==> src/rtl/ps2_key_decoder.sv <==
// PS/2 keyboard receiver: conditions the raw pins, deframes 11-bit frames and
// folds E0/F0/E1 prefixes into the 11-bit {toggle, pressed, extended, code} word.
module ps2_key_decoder #(
  parameter int unsigned FILTER_LEN  = 8,
  parameter int unsigned TIMEOUT_CYC = 36000
) (
  input  logic        clk_sys,
  input  logic        reset,
  input  logic        ps2_clk,
  input  logic        ps2_data,
  output logic [10:0] ps2_key,
  output logic        parity_err,
  output logic        frame_err
);

  localparam int unsigned FW = $clog2(FILTER_LEN + 1);
  localparam int unsigned TW = $clog2(TIMEOUT_CYC + 1);

  typedef enum logic [1:0] {IDLE, DATA, PARITY, STOP} state_e;

  logic          clk_meta_q, clk_sync_q, dat_meta_q, dat_sync_q;
  logic          clk_filt_q;
  logic [FW-1:0] stab_cnt_q;
  logic [TW-1:0] to_cnt_q;
  state_e        state_q;
  logic [2:0]    bit_cnt_q;
  logic [7:0]    shift_q;
  logic          par_q;
  logic          rel_q, ext_q;
  logic [2:0]    skip_q;

  logic          flip_c, fall_c, par_ok_c, timeout_c;

  // Filtered clock flips on the FILTER_LEN-th consecutive differing sample
  assign flip_c    = (clk_sync_q != clk_filt_q) && (stab_cnt_q == FW'(FILTER_LEN - 1));
  assign fall_c    = flip_c && clk_filt_q;
  assign par_ok_c  = ^{shift_q, par_q};
  assign timeout_c = (state_q != IDLE) && !fall_c && (to_cnt_q == TW'(TIMEOUT_CYC - 1));

  always_ff @(posedge clk_sys or posedge reset) begin
    if (reset) begin
      clk_meta_q <= 1'b1;
      clk_sync_q <= 1'b1;
      dat_meta_q <= 1'b1;
      dat_sync_q <= 1'b1;
      clk_filt_q <= 1'b1;
      stab_cnt_q <= '0;
    end else begin
      clk_meta_q <= ps2_clk;
      clk_sync_q <= clk_meta_q;
      dat_meta_q <= ps2_data;
      dat_sync_q <= dat_meta_q;
      if (clk_sync_q == clk_filt_q) begin
        stab_cnt_q <= '0;
      end else if (flip_c) begin
        clk_filt_q <= clk_sync_q;
        stab_cnt_q <= '0;
      end else begin
        stab_cnt_q <= stab_cnt_q + FW'(1);
      end
    end
  end

  // Frame FSM and key-event assembly; one transition per filtered falling edge
  always_ff @(posedge clk_sys or posedge reset) begin
    if (reset) begin
      state_q    <= IDLE;
      bit_cnt_q  <= '0;
      shift_q    <= '0;
      par_q      <= 1'b0;
      rel_q      <= 1'b0;
      ext_q      <= 1'b0;
      skip_q     <= '0;
      to_cnt_q   <= '0;
      ps2_key    <= '0;
      parity_err <= 1'b0;
      frame_err  <= 1'b0;
    end else begin
      parity_err <= 1'b0;
      frame_err  <= 1'b0;

      if (state_q == IDLE || fall_c) begin
        to_cnt_q <= '0;
      end else begin
        to_cnt_q <= to_cnt_q + TW'(1);
      end

      if (timeout_c) begin
        state_q   <= IDLE;
        frame_err <= 1'b1;
        bit_cnt_q <= '0;
        rel_q     <= 1'b0;
        ext_q     <= 1'b0;
        skip_q    <= '0;
      end else if (fall_c) begin
        unique case (state_q)
          IDLE: begin
            if (!dat_sync_q) begin
              state_q   <= DATA;
              bit_cnt_q <= '0;
            end
          end
          DATA: begin
            shift_q   <= {dat_sync_q, shift_q[7:1]};
            bit_cnt_q <= bit_cnt_q + 3'd1;
            if (bit_cnt_q == 3'd7) begin
              state_q <= PARITY;
            end
          end
          PARITY: begin
            par_q   <= dat_sync_q;
            state_q <= STOP;
          end
          STOP: begin
            state_q <= IDLE;
            if (!dat_sync_q) begin
              frame_err <= 1'b1;
              rel_q     <= 1'b0;
              ext_q     <= 1'b0;
              skip_q    <= '0;
            end else if (!par_ok_c) begin
              parity_err <= 1'b1;
              rel_q      <= 1'b0;
              ext_q      <= 1'b0;
              skip_q     <= '0;
            end else if (skip_q != 3'd0) begin
              skip_q <= skip_q - 3'd1;
            end else begin
              // Pause (E1) is followed by 7 bytes that carry no usable event
              unique case (shift_q)
                8'hE1:   skip_q <= 3'd7;
                8'hE0:   ext_q  <= 1'b1;
                8'hF0:   rel_q  <= 1'b1;
                default: begin
                  ps2_key <= {~ps2_key[10], ~rel_q, ext_q, shift_q};
                  rel_q   <= 1'b0;
                  ext_q   <= 1'b0;
                end
              endcase
            end
          end
          default: state_q <= IDLE;
        endcase
      end
    end
  end

endmodule
==> config.mk <==
export PLATFORM = sky130hd
export DESIGN_NAME = ps2_key_decoder
export DESIGN_NICKNAME = d
export VERILOG_FILES = /design/src/rtl/ps2_key_decoder.sv
export SDC_FILE = /design/constraint.sdc
export NUM_CORES = 1
export LEC_CHECK = 0
export BUFFER_PORTS_ARGS = -buffer_cell sky130_fd_sc_hd__buf_2
export CAP_MARGIN = 20
export CORE_AREA = 2 2 71 73
export DETAILED_ROUTE_END_ITERATION = 8
export DIE_AREA = 0 0 73 75
export PLACE_DENSITY = 0.77
export SYNTH_ARGS = -nofsm -noshare
export SYNTH_HDL_FRONTEND = slang
export SYNTH_SLANG_ARGS = --single-unit
==> constraint.sdc <==
create_clock -name clk_sys -period 3.4 [get_ports clk_sys]
set_clock_uncertainty 0.2 [all_clocks]
set_input_delay 0.34 -clock clk_sys [delete_from_list [all_inputs] [get_ports clk_sys]]
set_output_delay 0.34 -clock clk_sys [all_outputs]
set_load 0.01 [all_outputs]
==> reports/results.ini <==
[clock_network]
post_cts_resized = 0
post_cts_buffers = 0
cts_tree = done
htreeDepth = 3
max-clock-path-buffers = 2
ctsHoldBuffers = 3
clockRootBuffer = clkbuf_8
path_clk_slew_ns = 0.06
numCtsBuffers = 9
clk_latency_ns = 0.33
cts.sinks = 57

[die]
die_area_mm2 = 0.00548
num_io_pins = 17
die_h_um = 75
core_mm2 = 0.00466
initial_core_util_pct = 59.1
fp-row-count = 25
dieWidth_um = 73

[drt]
drt_iter0_markers = 114
drc = 0
first_pass_iters = 4
drtAntennaViolNets = 0
wl_per_cell_um = 14.4
drt-total-wl_um = 4750
vias_per_cell = 5.44
vias = 1802

[min_path]
min_path_type = reg -> reg
whs_path_depth = 0
min_to = clk_sync_q
hold_path.startpoint = clk_meta_q

[run]
cap_violations = 0

[synth]
synth_edf_count = 0
yosys_register_bits = 57
syn_inst = 241
synth_ff_type = dfrtp_1
synth_area_per_cell_um2 = 11.4
syn_area_mm2 = 0.00275
yosysWarningCount = 0
seq_area_frac_synth_pct = 52.0
yosysUniqueCellTypes = 49
synth_nets = 255
synthArstFlopShare_pct = 100

[grt]
use_met1_pct = 27.3
grt.met3_usage_pct = 4.02
grt-ovfl-total = 0
antenna_found_initial = 0
grt_pass1_wl_um = 8070
grt_use_met2_pct = 28.8
track_usage_pct = 19.8
busiest_layer = met2
grt_pass1_vias = 1743
grt_max_degree = 26

[power]
power_density_mw_per_mm2 = 445
leakage_nw = 1.51
ir_drop_mv = 0.323
total_power_mw = 1.40

[sta]
setup_ws_ns = 0.706
tightest_slew_ns = 0.589
grt_setup_unrepaired = no
fin_setup_tns_ns = 0
fmax_mhz = 371
slew_viol_final = 0
layout_min_cycle_time_ns = 2.69
setup_viol_count_final = 0
hold_violations = 0
period_share_pct = 79.2
slew_headroom_pct = 60.4

[critical_path]
cp_slowest_stage_delay_ns = 0.51
r2r_cells = 6
timing.rr.end = ps2_key[5]
r2r_setup_slack_ns = 0.71
cp_max_fo = 10
cp-start-kind = register
arrival_ns = 2.70
crit_required_ns = 3.41
cpMostUsedCell = xor2_1
worst_setup_path_end_kind = register
cp_slowest_cell = dfrtp_1
path_class = reg -> reg
r2r-start = shift_q[4]
cp_cell_sequence = xor2_1, xnor3_1, xor2_1, a2111oi_2, buf_4, mux2_1

[placement]
portBuffers = 16
pre_cts_ws_ns = 0.717
dp_hpwl_um = 3300
gp_congestion = 0.739

[layout]
final_common_cell = dfrtp_1
area_delta_synth_final_pct = 14.0
finalNetCount = 286
final_cell_mix = 52 x dfrtp_1, 26 x nor2_1, 16 x nand2_1, 16 x buf_2, 14 x mux2_2
layout-drive-gt1-share_pct = 21.3
diodes = 0

[status]
status = completed

==> critical path: cells and delay by family, from the launching register on <==
kind	cells	cell delay (ns)
XOR/XNOR	3	0.86
flip-flops	1	0.51
AO/OA/AOI/OAI	1	0.41
multiplexers	1	0.34
buffers and inverters	1	0.24
==> per-layer routing <==
| metal | wire length [um] | vias to the layer above |
|---|---|---|
| li1 | - | 905 |
| met1 | 2390 | 866 |
| met2 | 2140 | 22 |
| met3 | 143 | 9 |
| met4 | 87 | 0 |
| met5 | 0 | - |
==> cells in the mapped netlist, types with 2 or more instances <==
cell type	number	area, um^2
and3_1	6	37.5
a21oi_1	6	30.0
dfstp_2	5	131
mux2_2	14	158
nand4_1	4	25.0
nand3b_1	2	15.0
clkbuf_1	2	7.51
or3b_1	2	17.5
buf_4	2	15.0
a21o_1	2	15.0
nor3_1	3	15.0
mux2_1	9	101
nand2_1	16	60.1
dfrtp_1	52	1300
nor2_1	26	97.6
and2_1	2	12.5
xnor2_1	9	78.8
o21ai_0	6	30.0
inv_1	10	37.5
xor2_1	11	96.3
nand2b_1	3	18.8
mux2i_1	3	30.0
nand3_1	9	45.0
ha_1	10	125
or3_1	3	18.8
==> worst max path at each step <==
stage                    start         end  slack [ns]
floorplan           shift_q[4]  ps2_key[0]        0.86
global placement    shift_q[4]  ps2_key[7]        0.81
detailed placement  shift_q[4]  ps2_key[5]        0.72
CTS                 shift_q[4]  ps2_key[5]        0.70
global route        shift_q[4]  ps2_key[5]        0.56
finish              shift_q[4]  ps2_key[5]        0.71
==> state kept, by name (all words and copies together), names as in the netlist <==
signal and count:
shift_q 8, dat_sync_q 1, rel_q 1, stab_cnt_q 4
ps2_key 11, parity_err 1, par_q 1, state_q 2
to_cnt_q 16, dat_meta_q 1, bit_cnt_q 3, frame_err 1
clk_meta_q 1, skip_q 3, ext_q 1, clk_filt_q 1
clk_sync_q 1
==> through the flow <==
step | instances | instance area [um^2] | hold WS [ns] | util, %
floorplan | 241 | 2750 | 0.144 | -
global placement | 312 | 2920 | 0.146 | 62.6
detailed placement | 312 | 2920 | 0.150 | 62.6
CTS | 331 | 3140 | 0.156 | 67.3
global route | 331 | 3140 | 0.163 | 67.3
finish | 331 | 3140 | 0.149 | 67.3
==> logic make-up after synthesis <==
| kind of cell | count (synthesis) | synth area share, % |
|---|---|---|
| mux | 26 | 10.5 |
| xor+xnor | 22 | 8.05 |
| buf+inv | 14 | 2.18 |
| flops | 57 | 52.0 |
| fa+ha+maj | 10 | 4.55 |
| compound gates | 25 | 6.23 |
| simple gates | 87 | 16.5 |
==> power by group <==
part	internal [mW]	switching, mW	total (mW)
combinational	0.0352	0.0416	0.0767
sequential	0.708	0.0209	0.729
clock	0.342	0.249	0.591
total	1.08	0.312	1.40
==> area by class of cell <==
cell class	instances	area [um^2]
clock inverters	2	10.0
clock buffers	14	183
repair buffers	24	148
fillers	377	1520
multi-input cells	170	1260
flip-flops and latches	57	1430
inverters	10	37.5
well taps	54	67.6
Power figures use the tool's default switching activity.
